--- src/rtl/tx_strobe_sched_if.sv ---
// ----------------------------------------------------------------------------
// tx_strobe_sched_if
//
// Purpose: bundles the FIFO handshake and the rate strobes that run between
// the TX strobe scheduler and the interpolation datapath / TX FIFO.
//
// Signals:
//   fifo_empty          TX FIFO has no I/Q sample available (FIFO -> scheduler)
//   sample_strobe       CIC output strobe, DAC rate
//   hb_strobe           halfband output strobe / CIC input strobe
//   interpolator_strobe halfband input strobe; one new sample consumed
//   fifo_rd             FIFO pop
//   zero_stuff          datapath must present 0 on its I/Q inputs this cycle
//
// Modports:
//   master  scheduler side (drives strobes, observes fifo_empty)
//   slave   datapath/FIFO side
// ----------------------------------------------------------------------------
interface tx_strobe_sched_if;
    logic fifo_empty;
    logic sample_strobe;
    logic hb_strobe;
    logic interpolator_strobe;
    logic fifo_rd;
    logic zero_stuff;

    modport master (
        input  fifo_empty,
        output sample_strobe,
        output hb_strobe,
        output interpolator_strobe,
        output fifo_rd,
        output zero_stuff
    );

    modport slave (
        output fifo_empty,
        input  sample_strobe,
        input  hb_strobe,
        input  interpolator_strobe,
        input  fifo_rd,
        input  zero_stuff
    );
endinterface

--- src/rtl/tx_strobe_sched.sv ---
// ----------------------------------------------------------------------------
// tx_strobe_sched
//
// Purpose: strobe scheduler and sample-fetch controller for the TX
// interpolation chain (halfband x2 followed by CIC x rate). One input sample
// is consumed every 2*rate clocks. Start-up waits for TX FIFO data, rate
// changes land only on input-sample boundaries, and FIFO underruns are
// flagged, counted and answered with zero samples instead of stalling.
//
// Ports:
//   i_clk             master DSP clock (DAC sample rate)
//   i_rst_n           asynchronous active-low reset
//   i_enable          TX chain enable; low returns to IDLE
//   i_interp_rate[8]  CIC interpolation factor (0 treated as 1)
//   i_rate_load       single-cycle pulse capturing i_interp_rate
//   i_underrun_clr    single-cycle pulse clearing underrun flag and count
//   io_strb           strobe / FIFO handshake bundle (master side)
//   o_underrun        sticky underrun flag
//   o_underrun_count  saturating underrun counter
//   o_active          high while in RUN
//   o_debug[8]        {state[1:0], hb_phase, pend, cic_cnt[3:0]}
// ----------------------------------------------------------------------------
module tx_strobe_sched (
    input  logic                     i_clk,
    input  logic                     i_rst_n,
    input  logic                     i_enable,
    input  logic [7:0]               i_interp_rate,
    input  logic                     i_rate_load,
    input  logic                     i_underrun_clr,
    tx_strobe_sched_if.master        io_strb,
    output logic                     o_underrun,
    output logic [15:0]              o_underrun_count,
    output logic                     o_active,
    output logic [7:0]               o_debug
);

    localparam logic [1:0] ST_IDLE  = 2'd0;
    localparam logic [1:0] ST_PRIME = 2'd1;
    localparam logic [1:0] ST_RUN   = 2'd2;

    logic [1:0]  r_state;
    logic [7:0]  r_rate_q;
    logic [7:0]  r_rate_pend;
    logic        r_pend;
    logic [7:0]  r_cic_cnt;
    logic        r_hb_phase;
    logic        r_underrun;
    logic [15:0] r_underrun_count;

    logic        w_run;
    logic        w_hb;
    logic        w_interp;
    logic        w_zero_stuff;
    logic        w_boundary;
    logic [7:0]  w_load_rate;

    // Strobes are pure decodes of registered state, so they drop at once
    // when reset clears the state.
    assign w_run        = (r_state == ST_RUN);
    assign w_hb         = w_run && (r_cic_cnt == (r_rate_q - 8'd1));
    assign w_interp     = w_hb && r_hb_phase;
    assign w_zero_stuff = w_interp && io_strb.fifo_empty;

    // A pending rate may be applied whenever the schedule is not running,
    // or on an input-sample boundary while it is.
    assign w_boundary   = !w_run || w_interp;
    assign w_load_rate  = (i_interp_rate == 8'd0) ? 8'd1 : i_interp_rate;

    assign io_strb.sample_strobe       = w_run;
    assign io_strb.hb_strobe           = w_hb;
    assign io_strb.interpolator_strobe = w_interp;
    assign io_strb.fifo_rd             = w_interp && !io_strb.fifo_empty;
    assign io_strb.zero_stuff          = w_zero_stuff;

    assign o_underrun       = r_underrun;
    assign o_underrun_count = r_underrun_count;
    assign o_active         = w_run;
    assign o_debug          = {r_state, r_hb_phase, r_pend, r_cic_cnt[3:0]};

    // ------------------------------------------------------------------
    // State machine and strobe counters
    // ------------------------------------------------------------------
    always_ff @(posedge i_clk or negedge i_rst_n) begin
        if (!i_rst_n) begin
            r_state    <= ST_IDLE;
            r_cic_cnt  <= 8'd0;
            r_hb_phase <= 1'b0;
        end else if (!i_enable) begin
            r_state    <= ST_IDLE;
            r_cic_cnt  <= 8'd0;
            r_hb_phase <= 1'b0;
        end else begin
            case (r_state)
                ST_IDLE: begin
                    r_state    <= ST_PRIME;
                    r_cic_cnt  <= 8'd0;
                    r_hb_phase <= 1'b0;
                end
                ST_PRIME: begin
                    // Counters held at zero so RUN starts at cycle 0.
                    r_cic_cnt  <= 8'd0;
                    r_hb_phase <= 1'b0;
                    if (!io_strb.fifo_empty) begin
                        r_state <= ST_RUN;
                    end
                end
                ST_RUN: begin
                    if (w_hb) begin
                        r_cic_cnt  <= 8'd0;
                        r_hb_phase <= !r_hb_phase;
                    end else begin
                        r_cic_cnt  <= r_cic_cnt + 8'd1;
                    end
                end
                default: begin
                    r_state    <= ST_IDLE;
                    r_cic_cnt  <= 8'd0;
                    r_hb_phase <= 1'b0;
                end
            endcase
        end
    end

    // ------------------------------------------------------------------
    // Rate handling. Later statements take priority: a fresh load always
    // survives (last load wins), and a load coinciding with a sample
    // boundary goes straight into the effective rate.
    // ------------------------------------------------------------------
    always_ff @(posedge i_clk or negedge i_rst_n) begin
        if (!i_rst_n) begin
            r_rate_q    <= 8'd1;
            r_rate_pend <= 8'd1;
            r_pend      <= 1'b0;
        end else begin
            if (r_pend && w_boundary) begin
                r_rate_q <= r_rate_pend;
                r_pend   <= 1'b0;
            end
            if (!i_enable) begin
                r_pend <= 1'b0;
            end
            if (i_rate_load) begin
                r_rate_pend <= w_load_rate;
                if (w_interp) begin
                    r_rate_q <= w_load_rate;
                    r_pend   <= 1'b0;
                end else begin
                    r_pend   <= 1'b1;
                end
            end
        end
    end

    // ------------------------------------------------------------------
    // Underrun flag and saturating counter. A clear coinciding with a new
    // underrun leaves exactly that one underrun recorded.
    // ------------------------------------------------------------------
    always_ff @(posedge i_clk or negedge i_rst_n) begin
        if (!i_rst_n) begin
            r_underrun       <= 1'b0;
            r_underrun_count <= 16'd0;
        end else if (i_underrun_clr) begin
            r_underrun       <= w_zero_stuff;
            r_underrun_count <= w_zero_stuff ? 16'd1 : 16'd0;
        end else if (w_zero_stuff) begin
            r_underrun <= 1'b1;
            if (r_underrun_count != 16'hFFFF) begin
                r_underrun_count <= r_underrun_count + 16'd1;
            end
        end
    end

endmodule

--- src/flat_wrapper.sv ---
// flat-port wrapper written by rule: the top's interface ports become plain ports
module tx_strobe_sched_flat 
  (i_clk, i_rst_n, i_enable, i_interp_rate, i_rate_load, i_underrun_clr, o_underrun, o_underrun_count, o_active, o_debug, io_strb_fifo_empty, io_strb_sample_strobe, io_strb_hb_strobe, io_strb_interpolator_strobe, io_strb_fifo_rd, io_strb_zero_stuff);
  tx_strobe_sched_if io_strb_i ();
  input  logic i_clk;
  input  logic i_rst_n;
  input  logic i_enable;
  input  logic [7:0] i_interp_rate;
  input  logic i_rate_load;
  input  logic i_underrun_clr;
  output logic o_underrun;
  output logic [15:0] o_underrun_count;
  output logic o_active;
  output logic [7:0] o_debug;
  input wire logic [$bits(io_strb_i.fifo_empty)-1:0] io_strb_fifo_empty;
  output wire logic [$bits(io_strb_i.sample_strobe)-1:0] io_strb_sample_strobe;
  output wire logic [$bits(io_strb_i.hb_strobe)-1:0] io_strb_hb_strobe;
  output wire logic [$bits(io_strb_i.interpolator_strobe)-1:0] io_strb_interpolator_strobe;
  output wire logic [$bits(io_strb_i.fifo_rd)-1:0] io_strb_fifo_rd;
  output wire logic [$bits(io_strb_i.zero_stuff)-1:0] io_strb_zero_stuff;
  assign io_strb_i.fifo_empty = io_strb_fifo_empty;
  assign io_strb_sample_strobe = io_strb_i.sample_strobe;
  assign io_strb_hb_strobe = io_strb_i.hb_strobe;
  assign io_strb_interpolator_strobe = io_strb_i.interpolator_strobe;
  assign io_strb_fifo_rd = io_strb_i.fifo_rd;
  assign io_strb_zero_stuff = io_strb_i.zero_stuff;
  tx_strobe_sched u_core (.i_clk(i_clk), .i_rst_n(i_rst_n), .i_enable(i_enable), .i_interp_rate(i_interp_rate), .i_rate_load(i_rate_load), .i_underrun_clr(i_underrun_clr), .io_strb(io_strb_i), .o_underrun(o_underrun), .o_underrun_count(o_underrun_count), .o_active(o_active), .o_debug(o_debug));
endmodule
--- config.mk ---
export PLATFORM = sky130hd
export DESIGN_NAME = tx_strobe_sched_flat
export DESIGN_NICKNAME = d
export VERILOG_FILES = /design/src/rtl/tx_strobe_sched_if.sv /design/src/rtl/tx_strobe_sched.sv /design/src/flat_wrapper.sv
export SDC_FILE = /design/constraint.sdc
export NUM_CORES = 1
export LEC_CHECK = 0
export ABC_AREA = 1
export ABC_CLOCK_PERIOD_IN_PS = 3000
export BUFFER_PORTS_ARGS = -buffer_cell sky130_fd_sc_hd__buf_2
export CORE_MARGIN = 4
export CORE_UTILIZATION = 35
export DETAILED_ROUTE_END_ITERATION = 7
export GPL_ROUTABILITY_DRIVEN = 1
export HOLD_SLACK_MARGIN = 0.06
export SYNTH_ARGS = -nofsm -noshare
export SYNTH_HDL_FRONTEND = slang
export SYNTH_SLANG_ARGS = --single-unit
--- constraint.sdc ---
create_clock -name i_clk -period 3 [get_ports i_clk]
set_input_delay 0.6 -clock i_clk [delete_from_list [all_inputs] [get_ports i_clk]]
set_output_delay 0.6 -clock i_clk [all_outputs]
set_load 0.005 [all_outputs]
==> PnR_summary.wiki, run 1 <==
{| class="wikitable"
! Metric !! Value
|-
| Transition time at the pin with the least slew margin || 1020 ps
|-
| Crit Path Class || register to primary output
|-
| Remaining antenna violation count after routing || 0
|-
| Endpoint kind of the worst setup timing path || primary output
|-
| Total number of placement rows || 32
|-
| WL/cell || 12.8 um
|-
| Placement Cell Area || roughly 3100 sq um
|-
| Leading area contributor after synthesis || dfrtp_1
|-
| Type of origin of the critical path || register
|-
| Ordered list of cells on the worst path || inv_2 -> ha_4 -> inv_1 -> nand2_1 -> nand2_1 -> nor2_2 -> nand2_1 -> nor2_2 -> nand3_2 -> nor2_4 -> nand4_4 -> nor2_4 -> buf_6
|-
| Delay contributed by the slowest stage of the critical path || roughly 540 ps
|-
| Die Span Y || 97.4 um
|-
| Ports || 45
|-
| Initial antenna violation count || 0
|-
| Tightest Hold Check Type || input port to async pin
|-
| Area of all placed cells without fillers || 3230 sq um
|-
| Iter 0 DRT Violations || 151
|-
| Cell count after synthesis || 366
|-
| Seq. cell area || ~1100 sq um
|-
| Fraction of layout cells with a size suffix above 1 || 0.218
|-
| Clock Pin Slew Worst Setup and Hold Paths || 90 ps
|-
| Final Max Slew Viols || 0
|-
| Hold violation count in the final report || 0
|-
| Most instantiated library cell after synthesis || nand2_1
|-
| Die width || 97.4 um
|-
| Depth of the worst register-to-register path || 15
|-
| Aggregate routed wire length || 6530 um
|-
| Worst ir drop on vdd || roughly 0.00025 V
|-
| Post-detailed-route DRC marker count || 0
|-
| Final layout net count || 424
|-
| Synth async-reset ratio || 1.00
|-
| Clock tree skew after final layout || 5.98 ps
|-
| Dpl ws || 439 ps
|-
| Area of the die || 9490 sq um
|-
| Reg2Reg Capture Point || u_core.o_underrun_count[9]
|-
| Power density relative to cell area || 417 nW/um^2
|-
| Number of distinct standard cells referenced by the synthesized netlist || 31
|-
| Total gr overflow || 0
|-
| Final Power || 1.35 mW
|-
| Starting Density || 0.360
|-
| Worst setup slack for register-to-register paths || around 500 ps
|-
| Clock tree from TritonCTS || yes
|-
| Initial DRT Pass Iterations || 4
|-
| HPWL after detailed placement || 4740 um
|-
| Syn. warnings || 0
|-
| Overall global routing resource usage || 0.144
|-
| Placed cell count || 499
|-
| Leakage || between 1.5 and 2 nW
|-
| Number of max-capacitance violations reported || 0
|-
| Worst path arrival time || 2260 ps
|-
| Global-route wire length before repair || 11400 um
|-
| EDFF count, synth || 0
|-
| Share of the synthesized area in the top cell type || 0.385
|-
| Remaining max-slew budget at the tightest pin || 0.323
|-
| Final Setup Violations || 0
|-
| Sequential-to-total area share from yosys stat || 0.403
|-
| Buffers from clock root to sink, at most || 2
|-
| Layout area overhead || 15.3%
|-
| H-Tree Level Count || 2
|-
| Largest net degree at the start of global routing || 46
|-
| Outcome || finished, final reports clean
|-
| Critical Path Most Common Cell || nand2_1
|-
| Insertion delay of the later-clocked pin in the worst-skew pair || 300 ps
|-
| Vias in the first global route || 2269
|-
| Flop and latch count out of synthesis || 45
|-
| Syn nets || about 380
|-
| Core Util, Final || 0.415
|-
| Top post-synthesis cells by count || nand2_1 (100), dfrtp_1 (43), inv_1 (43)
|-
| Clock root buffer || clkbuf_8
|-
| Total vias in the final route || approximately 2400
|-
| Cells taking the most area after synthesis || dfrtp_1 (38%), nand2_1 (13%), nand3_1 (6.8%)
|-
| Std-Cell Core Area || 7770 sq um
|-
| Dominant synthesized flop cell || dfrtp_1
|-
| Non-filler instance count after layout || 510
|-
| Final WS setup || 138 ps
|-
| Filler instances || 784
|-
| Cell with the largest stage delay on the worst path || dfstp_2
|-
| Time the final worst path needs with I/O delays and setup || about 2900 ps
|-
| Mean instance size in the synthesized netlist || roughly 7.6 sq um
|-
| Final period util || 0.954
|-
| Crit path required time || 2400 ps
|-
| Post-synthesis instance area || 2800 sq um
|-
| Area of the multi-input gates || 1400 sq um
|-
| Number of buffers inserted by port buffering || 44
|-
| Biggest fanout along the worst timing path || 5
|-
| Number of buffers created by CTS || 5
|-
| Number of diodes || 0
|-
| Average via count per standard cell || 4.80
|-
| # hold bufs at CTS || 0
|-
| Critical R2R Launch || u_core.r_rate_q[0]
|-
| Routability cong. || 0.866
|-
| Sink count of the clock tree || 45
|-
| Maximum achievable frequency || 0.349 GHz
|}
==> critical path, delay by kind of cell, from the launching register on <==
kind | cells | cell delay (ps)
fa+ha+maj | 1 | 260
buf+inv | 3 | 220
flops | 1 | 540
simple gates | 9 | 940
==> state kept, by name (all words and copies together) (netlist names) <==
name	count
u_core.r_rate_pend	8
u_core.r_cic_cnt	8
u_core.o_underrun_count	16
u_core.r_rate_q	8
u_core.o_underrun	1
u_core.r_state	2
u_core.r_hb_phase	1
u_core.r_pend	1
==> routing by layer <==
metal	part of all wire	global-route usage	vias up
li1	-	-	1247
met1	0.50	0.208	1157
met2	0.45	0.216	38
met3	0.034	0.0266	6
met4	0.015	0.0479	0
met5	0	0	-
==> cell families (layout without fill, tap and decap cells) <==
family          Yosys count  in the layout  share of synthesized area
fa+ha+maj                 3              3                     0.0134
buf+inv                  64            106                      0.101
flops                    45             45                      0.403
simple gates            218            218                      0.384
compound gates           16             16                     0.0304
xor+xnor                 20             20                     0.0675
==> worst max-delay path by stage <==
| stage | start | endpoint | slack, ps | cells after the start |
|---|---|---|---|---|
| 2_1_floorplan | u_core.r_rate_q[0] | io_strb_zero_stuff | 530 | 13 |
| 3_3_place_gp | u_core.r_rate_q[0] | io_strb_zero_stuff | 490 | 13 |
| 5_1_grt | u_core.r_rate_q[0] | io_strb_zero_stuff | -0.006 | 13 |
| 3_5_place_dp | u_core.r_rate_q[0] | io_strb_zero_stuff | 440 | 13 |
| 4_1_cts | u_core.r_rate_q[0] | io_strb_zero_stuff | 80 | 13 |
| 6_report | u_core.r_rate_q[0] | io_strb_zero_stuff | 140 | 13 |
==> cell usage in the layout (no fill, tap or decap), types with 2 or more instances in the layout <==
cell,synthesis,final
a21oi_1,3,3
buf_2,1,43
buf_4,7,5
clkbuf_8,0,6
dfrtp_1,43,43
dfstp_2,2,2
ha_1,3,2
inv_1,43,43
inv_2,5,5
nand2_1,100,100
nand3_1,38,38
nand3_2,13,13
nand4_1,18,18
nor2_1,31,30
nor2_2,3,4
nor2_4,4,4
nor3_1,3,3
nor3b_1,2,2
nor4_1,2,2
o21ai_0,11,11
xnor2_1,2,2
xor2_1,17,17
==> what timing repair did <==
item                                    in CTS  in global routing
resized for setup                            0                  3
endpoints found under the setup margin       0                  4
endpoints found under the hold margin        0                  0
setup buffers                                0                  3
==> report_power, final <==
part	switching, mW	internal (mW)	total [mW]
clock	0.222	0.271	0.493
combinational	0.119	0.0691	0.188
sequential	0.0269	0.638	0.665
==> layout make-up <==
cell class,count,area share
sequential,45,0.350
clock buffer,6,0.0256
inverter,49,0.0570
timing repair buffer,49,0.0818
clock inverter,2,0.0116
tap,102,0.0396
multi-input combinational,257,0.434
==> stage by stage <==
stage | TNS [ps] | hold WS, ps
floorplan | 0 | 304
global placement | 0 | 484
detailed placement | 0 | 499
CTS | 0 | 504
global route | -0.00622 | 525
finish | 0 | 463
No activity file was read; power rests on OpenSTA's default activity.
==> run 2: changes to the inputs <==
Settings changed: ABC_CLOCK_PERIOD_IN_PS 3000 to 3470, PLACE_DENSITY set to 0.66.
Clock period 3 ns to 3.47 ns, I/O delays scaled along.
==> run 2 against run 1 <==
  * Highest routed layer unchanged
  * Largest cell class unchanged
  * Cell area shrank 1.5%
  * Flip-flop and latch count stayed put
  * Count of clock-buffer cells in the layout up 1
  * Largest power group unchanged
  * First-iteration DRC count is 21% higher
  * Die area unchanged
  * Via count decreased by 0.16%
  * Register-to-register slack better by 390 ps
  * Core utilization shrank 0.61 points
==> PnR_summary.wiki, run 2 (synthesis gave the netlist of run 1 again) <==
{| class="wikitable"
! Metric !! Value
|-
| Layout area overhead || 13.6% (was 15.3%)
|-
| RSZ-0062 raised after global routing || false
|-
| Clock Pin Slew Worst Setup and Hold Paths || 90 ps (about the same)
|-
| Total vias in the final route || 2444 (was 2448)
|-
| Final period util || 0.861
|-
| Clock tree skew after final layout || 12.6 ps (was 5.98 ps)
|-
| Std-Cell Core Area || 7770 sq um (unchanged)
|-
| Insertion delay of the later-clocked pin in the worst-skew pair || 300 ps (about the same)
|-
| HPWL after detailed placement || 4760 um (was 4740 um)
|-
| Vias in the first global route || 2351 (was 2269)
|-
| Die width || 97.4 um (unchanged)
|-
| Biggest fanout along the worst timing path || 5 (unchanged)
|-
| Clock tree from TritonCTS || yes (unchanged)
|-
| Starting Density || 0.360 (unchanged)
|-
| Transition time at the pin with the least slew margin || 1010 ps (was 1020 ps)
|-
| Number of max-capacitance violations reported || 0 (unchanged)
|-
| Max reg flops || 16 (unchanged)
|-
| Aggregate routed wire length || 6400 um (was 6530 um)
|-
| Post-detailed-route DRC marker count || 0 (unchanged)
|-
| Total of cells resized after clock tree synthesis || 0 (unchanged)
|-
| Fraction of layout cells with a size suffix above 1 || 0.205 (was 0.218)
|-
| Final Max Slew Viols || 0 (unchanged)
|-
| Sink count of the clock tree || 45 (unchanged)
|-
| Crit Path Class || register to primary output (unchanged)
|-
| Final layout net count || 421 (was 424)
|-
| Area of the die || 9490 sq um (unchanged)
|-
| Average via count per standard cell || 4.82 (was 4.80)
|-
| Initial DRT Pass Iterations || 4 (unchanged)
|-
| Die Span Y || 97.4 um (unchanged)
|-
| Setup TNS || 0 ps (unchanged)
|-
| Remaining max-slew budget at the tightest pin || 0.328 (was 0.323)
|-
| Time the final worst path needs with I/O delays and setup || about 3000 ps
|-
| Total number of placement rows || 32 (unchanged)
|-
| Final Power || 1.14 mW (was 1.35 mW)
|-
| Core Util, Final || 0.409 (was 0.415)
|-
| Number of buffers created by CTS || 5 (unchanged)
|-
| Final WS setup || 481 ps (was 138 ps)
|-
| Leading cell types in the layout, fill and taps excluded || nand2_1 (100), buf_2 (44), inv_1 (43), dfrtp_1 (43), nand3_1 (38) (was nand2_1 (100), inv_1 (43), buf_2 (43), dfrtp_1 (43), nand3_1 (38))
|-
| Type of origin of the critical path || register (unchanged)
|-
| Ports || 45 (unchanged)
|-
| Overall global routing resource usage || 0.140 (was 0.144)
|-
| Leakage || 1.70 nW (was 1.71 nW)
|-
| Iter 0 DRT Violations || 183 (was 151)
|-
| Final Setup Violations || 0 (unchanged)
|-
| Crit path required time || 2780 ps (was 2400 ps)
|-
| Power density relative to cell area || 359 nW/um^2 (was 417 nW/um^2)
|-
| WL/cell || 12.6 um (was 12.8 um)
|-
| Worst ir drop on vdd || 0.000170 V (was 0.000252 V)
|-
| Remaining antenna violation count after routing || 0 (unchanged)
|-
| Total gr overflow || 0 (unchanged)
|-
| Number of buffers inserted by port buffering || 44 (unchanged)
|-
| Number of diodes || 0 (unchanged)
|-
| Dpl ws || 820 ps (was 439 ps)
|-
| Hold violation count in the final report || 0 (unchanged)
|-
| Tightest Hold Check Type || register to register (was input port to async pin)
|-
| Most common cell after layout, fill and taps aside || nand2_1 (unchanged)
|-
| H-Tree Level Count || 2 (unchanged)
|-
| Worst path arrival time || 2290 ps (was 2260 ps)
|-
| Largest net degree at the start of global routing || 46 (unchanged)
|-
| Global-route wire length before repair || 11200 um (was 11400 um)
|-
| Clock root buffer || clkbuf_8 (unchanged)
|-
| Routability cong. || 0.819 (was 0.866)
|-
| Endpoint kind of the worst setup timing path || primary output (unchanged)
|-
| Maximum achievable frequency || 0.335 GHz
|-
| Initial antenna violation count || 0 (unchanged)
|-
| Outcome || finished, final reports clean (unchanged)
|-
| Buffers from clock root to sink, at most || 2 (unchanged)
|-
| # hold bufs at CTS || 0 (unchanged)
|-
| Setup bufs post-CTS || 0 (unchanged)
|}
-- run 2: changes by cell type in the layout (fill, tap and decap cells not counted), sizes merged --
cell and delta:
clkbuf +1, clkinvlp -1, buf -3
-- run 2: path summary, 6_finish.rpt --
kind | to | cells past startpoint | startpoint | slack, ps
worst max-delay path | io_strb_zero_stuff | 12 | u_core.r_rate_q[0] | 480
worst min-delay path | u_core.r_rate_pend[0] | 2 | u_core.r_rate_pend[0] | 500
worst max register to register | u_core.o_underrun_count[5] | 14 | u_core.r_rate_q[0] | 890
worst min register to register | u_core.r_rate_pend[0] | 2 | u_core.r_rate_pend[0] | 500
max in group asynchronous | u_core.o_underrun_count[9] | 1 | i_rst_n | 2280
min in group asynchronous | u_core.r_rate_pend[1] | 1 | i_rst_n | 560
-- run 2: report_power, final --
part	internal (mW)	leakage, nW	switching [mW]
clock network	0.235	0.0585	0.176
registers	0.551	0.587	0.0241
logic	0.0538	1.06	0.0998
-- run 2: cell type report --
class	count	area, sq um
tap	102	128
timing repair buffer	46	235
clock inverter	1	30.0
multi-input combinational	257	1390
fill	834	4590
sequential	45	1130
inverter	49	184
clock buffer	7	86.3
-- run 2: worst max-delay path, stage by stage, from the launching register on --
cell,delay (ps)
dfstp_2,570
inv_2,60
ha_1,240
inv_1,70
nand2_1,70
nand3_1,90
nand2_1,50
nor2_1,100
nand3_1,120
nor2_4,190
nand4_4,150
nor2_4,160
buf_2,130
-- run 2: per-stage QoR --
step                hold WS, ps  area (sq um)  cells
finish                      504          3180    507
global route                546          3180    507
CTS                         507          3180    507
detailed placement          494          3060    499
global placement            480          3060    499
floorplan                   398          2800    366
-- run 2: routing by layer --
metal | track usage | vias to the layer above | wire length (um)
met1 | 0.196 | 1163 | 3130
met2 | 0.225 | 39 | 2970
li1 | - | 1236 | -
met5 | 0 | - | 0
met3 | 0.0258 | 6 | 224
met4 | 0.0341 | 0 | 78
